File: src/rtl/core_ctrl_wb_arb_pkg.sv
// ---------------------------------------------------------------------------
// core_ctrl_wb_arb_pkg
// Shared constants for the core writeback path: requester indices, default
// requester count, data width, GPR index width and a helper that sizes the
// round-robin pointer.
// ---------------------------------------------------------------------------
package core_ctrl_wb_arb_pkg;

  // Requester slots on the writeback arbiter
  localparam int WB_REQ_ALU = 0;
  localparam int WB_REQ_LSU = 1;
  localparam int WB_REQ_MDU = 2;

  localparam int NUM_REQ = 3;
  localparam int XLEN    = 32;
  localparam int RD_W    = 5;

  // Pointer width; a single requester still gets a 1-bit pointer so that
  // no zero-width vectors appear.
  function automatic int ptr_width(input int n);
    return (n > 1) ? $clog2(n) : 1;
  endfunction

endpackage

File: src/rtl/core_rr_arbiter.sv
// ---------------------------------------------------------------------------
// core_rr_arbiter
// Rotating-priority arbiter. The requester named by ptr has the highest
// priority and priority descends cyclically from it. With ptr tied to zero it
// degenerates into a fixed lowest-index-wins arbiter.
//
// Ports:
//   req  [N-1:0]  request vector
//   ptr  [PW-1:0] highest-priority requester index (must be < N)
//   en            grant enable; gnt is all-zero when low
//   gnt  [N-1:0]  one-hot grant (all-zero if no request or en low)
// ---------------------------------------------------------------------------
module core_rr_arbiter
  import core_ctrl_wb_arb_pkg::*;
#(
  parameter int N  = 3,
  parameter int PW = ptr_width(N)
) (
  input  logic [N-1:0]  req,
  input  logic [PW-1:0] ptr,
  input  logic          en,
  output logic [N-1:0]  gnt
);

  logic [N-1:0]   w_rot;
  logic [N-1:0]   w_pick;
  logic [2*N-1:0] w_gnt2;

  // Rotate the request vector right by ptr so that bit 0 is the current
  // highest-priority requester, pick the lowest set bit, then rotate the
  // one-hot result back left by ptr.
  assign w_rot  = N'({req, req} >> ptr);
  assign w_pick = w_rot & (~w_rot + N'(1));
  assign w_gnt2 = {{N{1'b0}}, w_pick} << ptr;
  assign gnt    = en ? (w_gnt2[N-1:0] | w_gnt2[2*N-1:N]) : '0;

endmodule

File: src/rtl/core_ctrl_wb_arb.sv
// ---------------------------------------------------------------------------
// core_ctrl_wb_arb
// Writeback arbiter for the core: NUM_REQ execution units compete for a
// single registered writeback slot. The slot accepts a new entry whenever it
// is empty or being drained (wb_stall low); a stalled entry is held.
//
// Configuration macro: CORE_WB_ARB_RR_EN
//   defined   -> round-robin arbitration with a rotating pointer
//   undefined -> fixed priority, lowest requester index wins
//
// Ports:
//   clk, rstn                  clock, asynchronous active-low reset
//   req_vld    [NUM_REQ]       per-requester writeback request
//   req_rd_idx [5*NUM_REQ]     per-requester destination GPR
//   req_data   [XLEN*NUM_REQ]  per-requester result
//   req_rdy    [NUM_REQ]       per-requester grant (at most one hot)
//   wb_stall                   downstream cannot take a writeback
//   wb_vld/wb_rd_idx/wb_data   registered writeback slot
//   wb_we                      register-file write enable (rd != x0)
//   scb_ret_reg_valid/idx      scoreboard retire strobe and index
// ---------------------------------------------------------------------------
module core_ctrl_wb_arb
  import core_ctrl_wb_arb_pkg::*;
#(
  parameter int NUM_REQ = core_ctrl_wb_arb_pkg::NUM_REQ,
  parameter int XLEN    = core_ctrl_wb_arb_pkg::XLEN
) (
  input  logic                    clk,
  input  logic                    rstn,
  input  logic [NUM_REQ-1:0]      req_vld,
  input  logic [5*NUM_REQ-1:0]    req_rd_idx,
  input  logic [XLEN*NUM_REQ-1:0] req_data,
  output logic [NUM_REQ-1:0]      req_rdy,
  input  logic                    wb_stall,
  output logic                    wb_vld,
  output logic                    wb_we,
  output logic [4:0]              wb_rd_idx,
  output logic [XLEN-1:0]         wb_data,
  output logic                    scb_ret_reg_valid,
  output logic [4:0]              scb_ret_reg_idx
);

  localparam int PW = ptr_width(NUM_REQ);

  logic                 w_free;
  logic [NUM_REQ-1:0]   w_gnt;
  logic                 w_gnt_any;
  logic [PW-1:0]        w_ptr;
  logic [RD_W-1:0]      w_rd_chain   [NUM_REQ+1];
  logic [XLEN-1:0]      w_data_chain [NUM_REQ+1];

  logic                 r_wb_vld;
  logic [RD_W-1:0]      r_wb_rd;
  logic [XLEN-1:0]      r_wb_data;

  // Slot can accept when empty or when its current entry leaves this cycle.
  assign w_free = !r_wb_vld || !wb_stall;

  core_rr_arbiter #(
    .N  (NUM_REQ),
    .PW (PW)
  ) u_arb (
    .req (req_vld),
    .ptr (w_ptr),
    .en  (w_free),
    .gnt (w_gnt)
  );

  assign req_rdy   = w_gnt;
  assign w_gnt_any = |w_gnt;

  // One-hot AND-OR select of the granted requester's payload.
  assign w_rd_chain[0]   = '0;
  assign w_data_chain[0] = '0;
  for (genvar g = 0; g < NUM_REQ; g++) begin : g_sel
    assign w_rd_chain[g+1]   = w_rd_chain[g]
                             | (req_rd_idx[g*RD_W +: RD_W] & {RD_W{w_gnt[g]}});
    assign w_data_chain[g+1] = w_data_chain[g]
                             | (req_data[g*XLEN +: XLEN] & {XLEN{w_gnt[g]}});
  end

`ifdef CORE_WB_ARB_RR_EN
  logic [PW-1:0] w_idx_chain [NUM_REQ+1];
  logic [PW-1:0] r_rr_ptr;

  // Binary index of the granted requester.
  assign w_idx_chain[0] = '0;
  for (genvar g = 0; g < NUM_REQ; g++) begin : g_idx
    assign w_idx_chain[g+1] = w_gnt[g] ? PW'(g) : w_idx_chain[g];
  end

  // Pointer moves just past the winner so it drops to lowest priority.
  always_ff @(posedge clk or negedge rstn) begin
    if (!rstn) begin
      r_rr_ptr <= '0;
    end else if (w_gnt_any) begin
      r_rr_ptr <= (w_idx_chain[NUM_REQ] == PW'(NUM_REQ - 1))
                ? '0 : w_idx_chain[NUM_REQ] + PW'(1);
    end
  end

  assign w_ptr = r_rr_ptr;
`else
  assign w_ptr = '0;
`endif

  // Writeback slot register; data holds while stalled or idle.
  always_ff @(posedge clk or negedge rstn) begin
    if (!rstn) begin
      r_wb_vld  <= 1'b0;
      r_wb_rd   <= '0;
      r_wb_data <= '0;
    end else if (w_free) begin
      r_wb_vld <= w_gnt_any;
      if (w_gnt_any) begin
        r_wb_rd   <= w_rd_chain[NUM_REQ];
        r_wb_data <= w_data_chain[NUM_REQ];
      end
    end
  end

  assign wb_vld            = r_wb_vld;
  assign wb_rd_idx         = r_wb_rd;
  assign wb_data           = r_wb_data;
  assign wb_we             = r_wb_vld && (r_wb_rd != '0);
  // x0 writebacks still retire so the scoreboard entry is released.
  assign scb_ret_reg_valid = r_wb_vld && !wb_stall;
  assign scb_ret_reg_idx   = r_wb_rd;

endmodule
File: config.mk
export PLATFORM = sky130hd
export DESIGN_NAME = core_ctrl_wb_arb
export DESIGN_NICKNAME = d
export VERILOG_FILES = /design/src/rtl/core_ctrl_wb_arb_pkg.sv /design/src/rtl/core_rr_arbiter.sv /design/src/rtl/core_ctrl_wb_arb.sv
export SDC_FILE = /design/constraint.sdc
export NUM_CORES = 1
export LEC_CHECK = 0
export CAP_MARGIN = 0
export CORE_UTILIZATION = 36
export CTS_CLUSTER_DIAMETER = 80
export CTS_CLUSTER_SIZE = 12
export DETAILED_ROUTE_END_ITERATION = 10
export PLACE_DENSITY = 0.95
export SLEW_MARGIN = 20
export SYNTH_ARGS = -nofsm -noshare
export SYNTH_HDL_FRONTEND = slang
export SYNTH_HIERARCHICAL = 1
export SYNTH_SLANG_ARGS = --single-unit
File: constraint.sdc
create_clock -name clk -period 2.6 [get_ports clk]
set_input_delay 0.52 -clock clk [delete_from_list [all_inputs] [get_ports clk]]
set_output_delay 0.52 -clock clk [all_outputs]
set_load 0.02 [all_outputs]
==> metrics.md, run 1 <==
| Metric | Value |
|---|---|
| Endpoints failing setup | 0 |
| Routed vias | 2255 |
| CP endpoint kind | output port |
| Cts bufs inserted | 5 |
| Hold Buf Count CTS | 0 |
| Setup WS post-layout | 0.09346 ns |
| Starting density of the core | 37.84% |
| Clock slew at reported path FFs | 0.07 ns |
| Wire per inst | 16.42 µm |
| Post-Synth Simple-Gate Area | 2.889% |
| PwrDens | 690.3 nW/µm² |
| Skew-Pair Late Insertion Delay | 0.29 ns |
| Adder-Cell Fraction of Synth Area | 0% |
| Htree depth | 2 |
| First-pass GRT wire length | 11.00 mm |
| Core Footprint | 5608 µm² |
| Antenna cell count | 0 |
| Hpwl dp | 5.388 mm |
| Placed cell area | 3837 µm² |
| Final setup TNS | 0 ns |
| P&R area growth vs syn | 85.38% |
| FF+latch count, synth | 38 |
| Yosys cell types | 21 |
| Post-route cell area | 3934 µm² |
| Final non-filler cell total | 430 |
| Final hold viol count | 0 |
| DP Worst Slack | -0.05440 ns |
| RSZ-0062 raised after global routing | no |
| Largest net degree at the start of global routing | 39 |
| DRC violations left | 0 |
| Share of cells above drive strength 1 | 5.307% |
| DR pass1 iterations | 6 |
| Crit path launch type | primary input |
| Final core utilization | 70.15% |
| Xor and xnor fraction of the mapped netlist area | 0% |
| Post-route ant nets | 0 |
| Mux cell area share after synthesis | 17.45% |
| Placed insts | 422 |
| Mapped Cells | 190 |
| IR Drop Worst-Case VDD | 0.0005191 V |
| Vias in the first global route | 2297 |
| Warnings from Yosys | 6 |
| Final worst-path cycle share | 96.41% |
| Max_slew headroom | 42.29% |
| Mean Syn Cell Area | 11.17 µm² |
| Crit path time final | 2.507 ns |
| Die Wd | 78.78 µm |
| CTS sink cnt | 38 |
| Port Buf Inserts | 164 |
| Initial antenna violation count | 0 |
| Die ar. | 6206 µm² |
| Arrival time worst endpoint | 1.99 ns |
| Final Total Pwr | 2.715 mW |
| GR Util All Layers | 23.22% |
| Clock Tree Buf Depth | 2 |
| Worst Path Required | 2.08 ns |
| Largest fanout on the critical path | 4 |
| Status | finished, final reports clean |
| Static Leakage | 1.802 nW |
| Placement Rows | 27 |
| Max Slew Vio Count | 0 |
| Hold WS | 0.3405 ns |
| Worst slew pin tran | 0.8656 ns |
| Max-cap violations | 0 |
| Compound-Gate Fraction of Synth Area | 19.99% |
| Number of synthesized flops with an enable pin | 0 |
| Clock root cell | clkbuf_8 |
| Clock skew | 0.01314 ns |
| Hold/Removal Path Class | in -> async |
| Die Y | 78.78 µm |
| Post-synth ARST share | 100.0% |
| Area of the multi-input gates | 907.1 µm² |
| Final wirelength | 7.062 mm |
| Initial DRC Count | 218 |
| Reg2Reg Depth | 8 |
| Cell area after synthesis | 2122 µm² |
| Register area | 950.9 µm² |
| Critical path type | in -> out |
| Final nets | 474 |
| Vias/cell | 5.244 |
| GP Congestion | 0.7110 |
| Gr ovfl total | 0 |
| I/O pin count | 165 |
| Synth Flop Type | dfrtp_1 |
| Sequential area share after synthesis | 44.81% |
| Main combinational cell family by area after synthesis | compound AO/OA/AOI/OAI gates |
| TritonCTS clock tree | built |
| FMAX | 0.3990 GHz |
| Fill cells | 425 |
==> report_power, final <==
group	total (mW)	internal, mW	switching (mW)	leakage (nW)
Sequential	0.898	0.778	0.120	0.483
Clock	0.421	0.214	0.207	0.0482
Combinational	1.40	0.742	0.654	1.27
Total	2.72	1.73	0.981	1.80
==> cell families (layout without fill, tap and decap cells) <==
kind of cell / Yosys count / after routing
buffers and inverters: 59 / 218
AOI/OAI and AO/OA: 44 / 44
DFF: 38 / 38
muxes: 37 / 37
and+or+nand+nor: 11 / 11
other: 1 / 10
==> synth_stat cells, types with 2 or more instances <==
library cell  count  area, µm²
nor2_1            2      7.510
buf_2            12      60.06
buf_12            3      60.06
nor2b_1           3      18.77
buf_4             5      37.54
nand2_1           3      11.26
mux2i_1          37      370.4
a222oi_1         37      370.4
inv_1            38      142.6
dfrtp_1          38      950.9
o21ai_0           2      10.01
==> metal layers <==
metal | part of all wire [%] | track usage (%)
met2 | 54 | 41.91
met5 | 0 | 0
met4 | 2.1 | 9.259
met3 | 6.7 | 5.172
met1 | 37 | 26.37
==> cells in the final DEF (no fill, tap or decap), types with 2 or more instances in the layout <==
cell	n
a222oi_1	37
buf_4	4
conb_1	10
buf_12	4
nand2_1	3
clkbuf_8	6
clkdlybuf4s50_1	161
dlymetal6s2s_1	2
o21ai_0	2
nor2_1	2
inv_1	38
mux2i_1	37
dfrtp_1	38
nor2b_1	3
==> state kept, by name, indices dropped and copies added (netlist names) <==
signal / count
scb_ret_reg_idx: 5
wb_data: 32
wb_vld: 1
==> path summary, 6_finish.rpt <==
path / start / endpoint / slack, ns
min: rstn / wb_data[16]$_DFFE_PN0P_ / 0.34
min reg2reg: wb_data[21]$_DFFE_PN0P_ / wb_data[21]$_DFFE_PN0P_ / 0.53
min in group clk: wb_data[21]$_DFFE_PN0P_ / wb_data[21]$_DFFE_PN0P_ / 0.53
max: wb_stall / req_rdy[1] / 0.09
max reg2reg: wb_vld$_DFFE_PN0P_ / scb_ret_reg_idx[0]$_DFFE_PN0P_ / 0.45
max in group asynchronous: rstn / wb_data[24]$_DFFE_PN0P_ / 1.70
==> critical path, stage by stage <==
cell and delay [ns]:
clkdlybuf4s50_1 0.42, nand2_1 0.13, o2111a_1 0.28, clkdlybuf4s50_1 0.63
==> area by class of cell <==
type,instances,share of cell area [%]
inverters,38,3.626
clock buffers,7,2.195
multi-input cells,102,23.06
flip-flops and latches,38,24.17
well taps,72,2.290
repair buffers,172,44.53
clock inverters,1,0.1272
==> timing repair <==
action | in CTS | in global routing
gates resized for setup | 0 | 2
buffers inserted | 0 | 0
setup endpoints to repair | 0 | 2
Power figures use the tool's default switching activity.
==> run 2: changes to the inputs <==
Settings changed: SETUP_SLACK_MARGIN set to 0.1.
==> run 2 against run 1 <==
Compared with the run above: final area shrank 0.22%; largest cell class unchanged; clock-buffer cell count stayed put; register-to-register slack is essentially flat; global-route usage up 0.074 points; via count shrank 0.49%; hold slack worse by 0.00083 ns; routed wire length decreased by 0.20%; sequential cell count stayed put; first-iteration DRC count is 1.8% lower; combinational power is essentially flat; highest routed layer unchanged.
==> metrics.md, run 2 (synthesis gave the netlist of run 1 again) <==
| Metric | Value |
|---|---|
| Status | finished, final reports clean |
| Most common cell on crit path | nand2_1 |
| Crit path launch type | primary input |
| Post-route ant nets | 0 |
| Critical path type | in -> reg |
| Clock Tree Buf Depth | 2 |
| Htree depth | 2 |
| Gr ovfl total | 0 |
| Share of cells above drive strength 1 | 5.307% |
| Max_slew headroom | 42.60% |
| Max-cap violations | 0 |
| Largest register FFs | 32 |
| Final hold viol count | 0 |
| Final nets | 474 |
| Reg2Reg Setup Slack | 0.46 ns |
| PwrDens | 690.5 nW/µm² |
| Skew-Pair Late Insertion Delay | 0.29 ns |
| Final worst-path cycle share | 90.43% |
| P&R area growth vs syn | 84.96% |
| Crit path from | wb_stall |
| Cts bufs inserted | 5 |
| Die Wd | 78.78 µm |
| Post-CTS setup repair buffer count | 0 |
| First-pass GRT wire length | 11.03 mm |
| Placed cell area | 3837 µm² |
| Largest net degree at the start of global routing | 39 |
| Starting density of the core | 37.84% |
| Arrival time worst endpoint | 2.50 ns |
| Most common cell after layout, fill and taps aside | clkdlybuf4s50_1 |
| Clock slew at reported path FFs | 0.07 ns |
| Placement Rows | 27 |
| Hold Buf Count CTS | 0 |
| CP max stage cell | clkdlybuf4s50_1 |
| I/O pin count | 165 |
| Fill cells | 429 |
| Clock skew | 0.01043 ns |
| Initial DRC Count | 214 |
| GP Congestion | 0.7110 |
| CTS resizes | 3 |
| CP endpoint kind | flop |
| Max Slew Vio Count | 0 |
| Worst slew pin tran | 0.8609 ns |
| Clock root cell | clkbuf_8 |
| Wire per inst | 16.39 µm |
| Static Leakage | 1.783 nW |
| Final setup TNS | 0 ns |
| Largest fanout on the critical path | 38 |
| Initial antenna violation count | 0 |
| Die ar. | 6206 µm² |
| FMAX | 0.4253 GHz |
| Crit path time final | 2.351 ns |
| Hold/Removal Path Class | in -> async |
| Core Footprint | 5608 µm² |
| Final wirelength | 7.048 mm |
| Worst path max stage delay | 0.42 ns |
| Vias/cell | 5.219 |
| Post-route cell area | 3925 µm² |
| Endpoints failing setup | 0 |
| IR Drop Worst-Case VDD | 0.0005161 V |
| Commonest non-fill, non-tap cells in the layout | clkdlybuf4s50_1 (160), inv_1 (38), dfrtp_1 (38), a222oi_1 (37), mux2i_1 (37) |
| Final non-filler cell total | 430 |
| Port Buf Inserts | 164 |
| Antenna cell count | 0 |
| DP Worst Slack | -0.05440 ns |
| Worst path cell trace | clkdlybuf4s50_1 -> nand2_1 -> nand2_1 -> a211oi_4 -> buf_4 -> nor3_2 -> a21o_2 -> buf_12 -> mux2i_1 |
| Routed vias | 2244 |
| Reg-to-Reg Start | wb_vld$_DFFE_PN0P_ |
| DR pass1 iterations | 5 |
| Reg2Reg Depth | 8 |
| Vias in the first global route | 2299 |
| Worst Path Required | 2.75 ns |
| Hpwl dp | 5.388 mm |
| CTS sink cnt | 38 |
| TritonCTS clock tree | built |
| GR Util All Layers | 23.30% |
| RSZ-0062 raised after global routing | no |
| Placed insts | 422 |
| DRC violations left | 0 |
| Die Y | 78.78 µm |
| Setup WS post-layout | 0.2488 ns |
run 2: stage by stage:
step	power (mW)	hold WS, ns	util, %
after floorplan	1.596	0.2244	-
after global placement	2.269	0.5077	68.43
after detailed placement	2.307	0.5133	68.43
after CTS	2.731	0.3633	69.99
after global routing	2.861	0.4061	69.99
final	2.710	0.3397	69.99
run 2: worst paths after layout:
path                                                        to
min in group clk                       wb_data[21]$_DFFE_PN0P_
max in group asynchronous              wb_data[24]$_DFFE_PN0P_
worst max-delay path            scb_ret_reg_idx[0]$_DFFE_PN0P_
worst min register to register         wb_data[21]$_DFFE_PN0P_
worst max register to register  scb_ret_reg_idx[0]$_DFFE_PN0P_
worst min-delay path                   wb_data[16]$_DFFE_PN0P_
run 2: area by class of cell:
type,instances,area [µm²],share of cell area [%]
flip-flops and latches,38,950.9,24.23
clock inverters,1,5.005,0.1275
repair buffers,172,1743,44.41
well taps,72,90.09,2.295
multi-input cells,102,907.1,23.11
clock buffers,7,86.33,2.200
inverters,38,142.6,3.634
run 2: critical path, delay by kind of cell:
kind | cells | cell delay, ns
AOI/OAI and AO/OA | 2 | 0.49
muxes | 1 | 0.12
and+or+nand+nor | 3 | 0.34
buffers and inverters | 3 | 1.00
run 2: per-layer routing:
layer	global-route usage (%)	up-vias	wire (µm)
li1	-	1041	-
met1	26.45	1070	2553
met2	42.09	117	3845
met3	5.172	16	502
met4	9.259	0	146
met5	0	-	0
run 2: power by group:
group / total, mW / switching (mW) / leakage [nW] / internal, mW
Clock: 0.419 / 0.205 / 0.0482 / 0.214
Sequential: 0.898 / 0.120 / 0.483 / 0.778
Combinational: 1.39 / 0.653 / 1.25 / 0.740
Total: 2.71 / 0.978 / 1.78 / 1.73
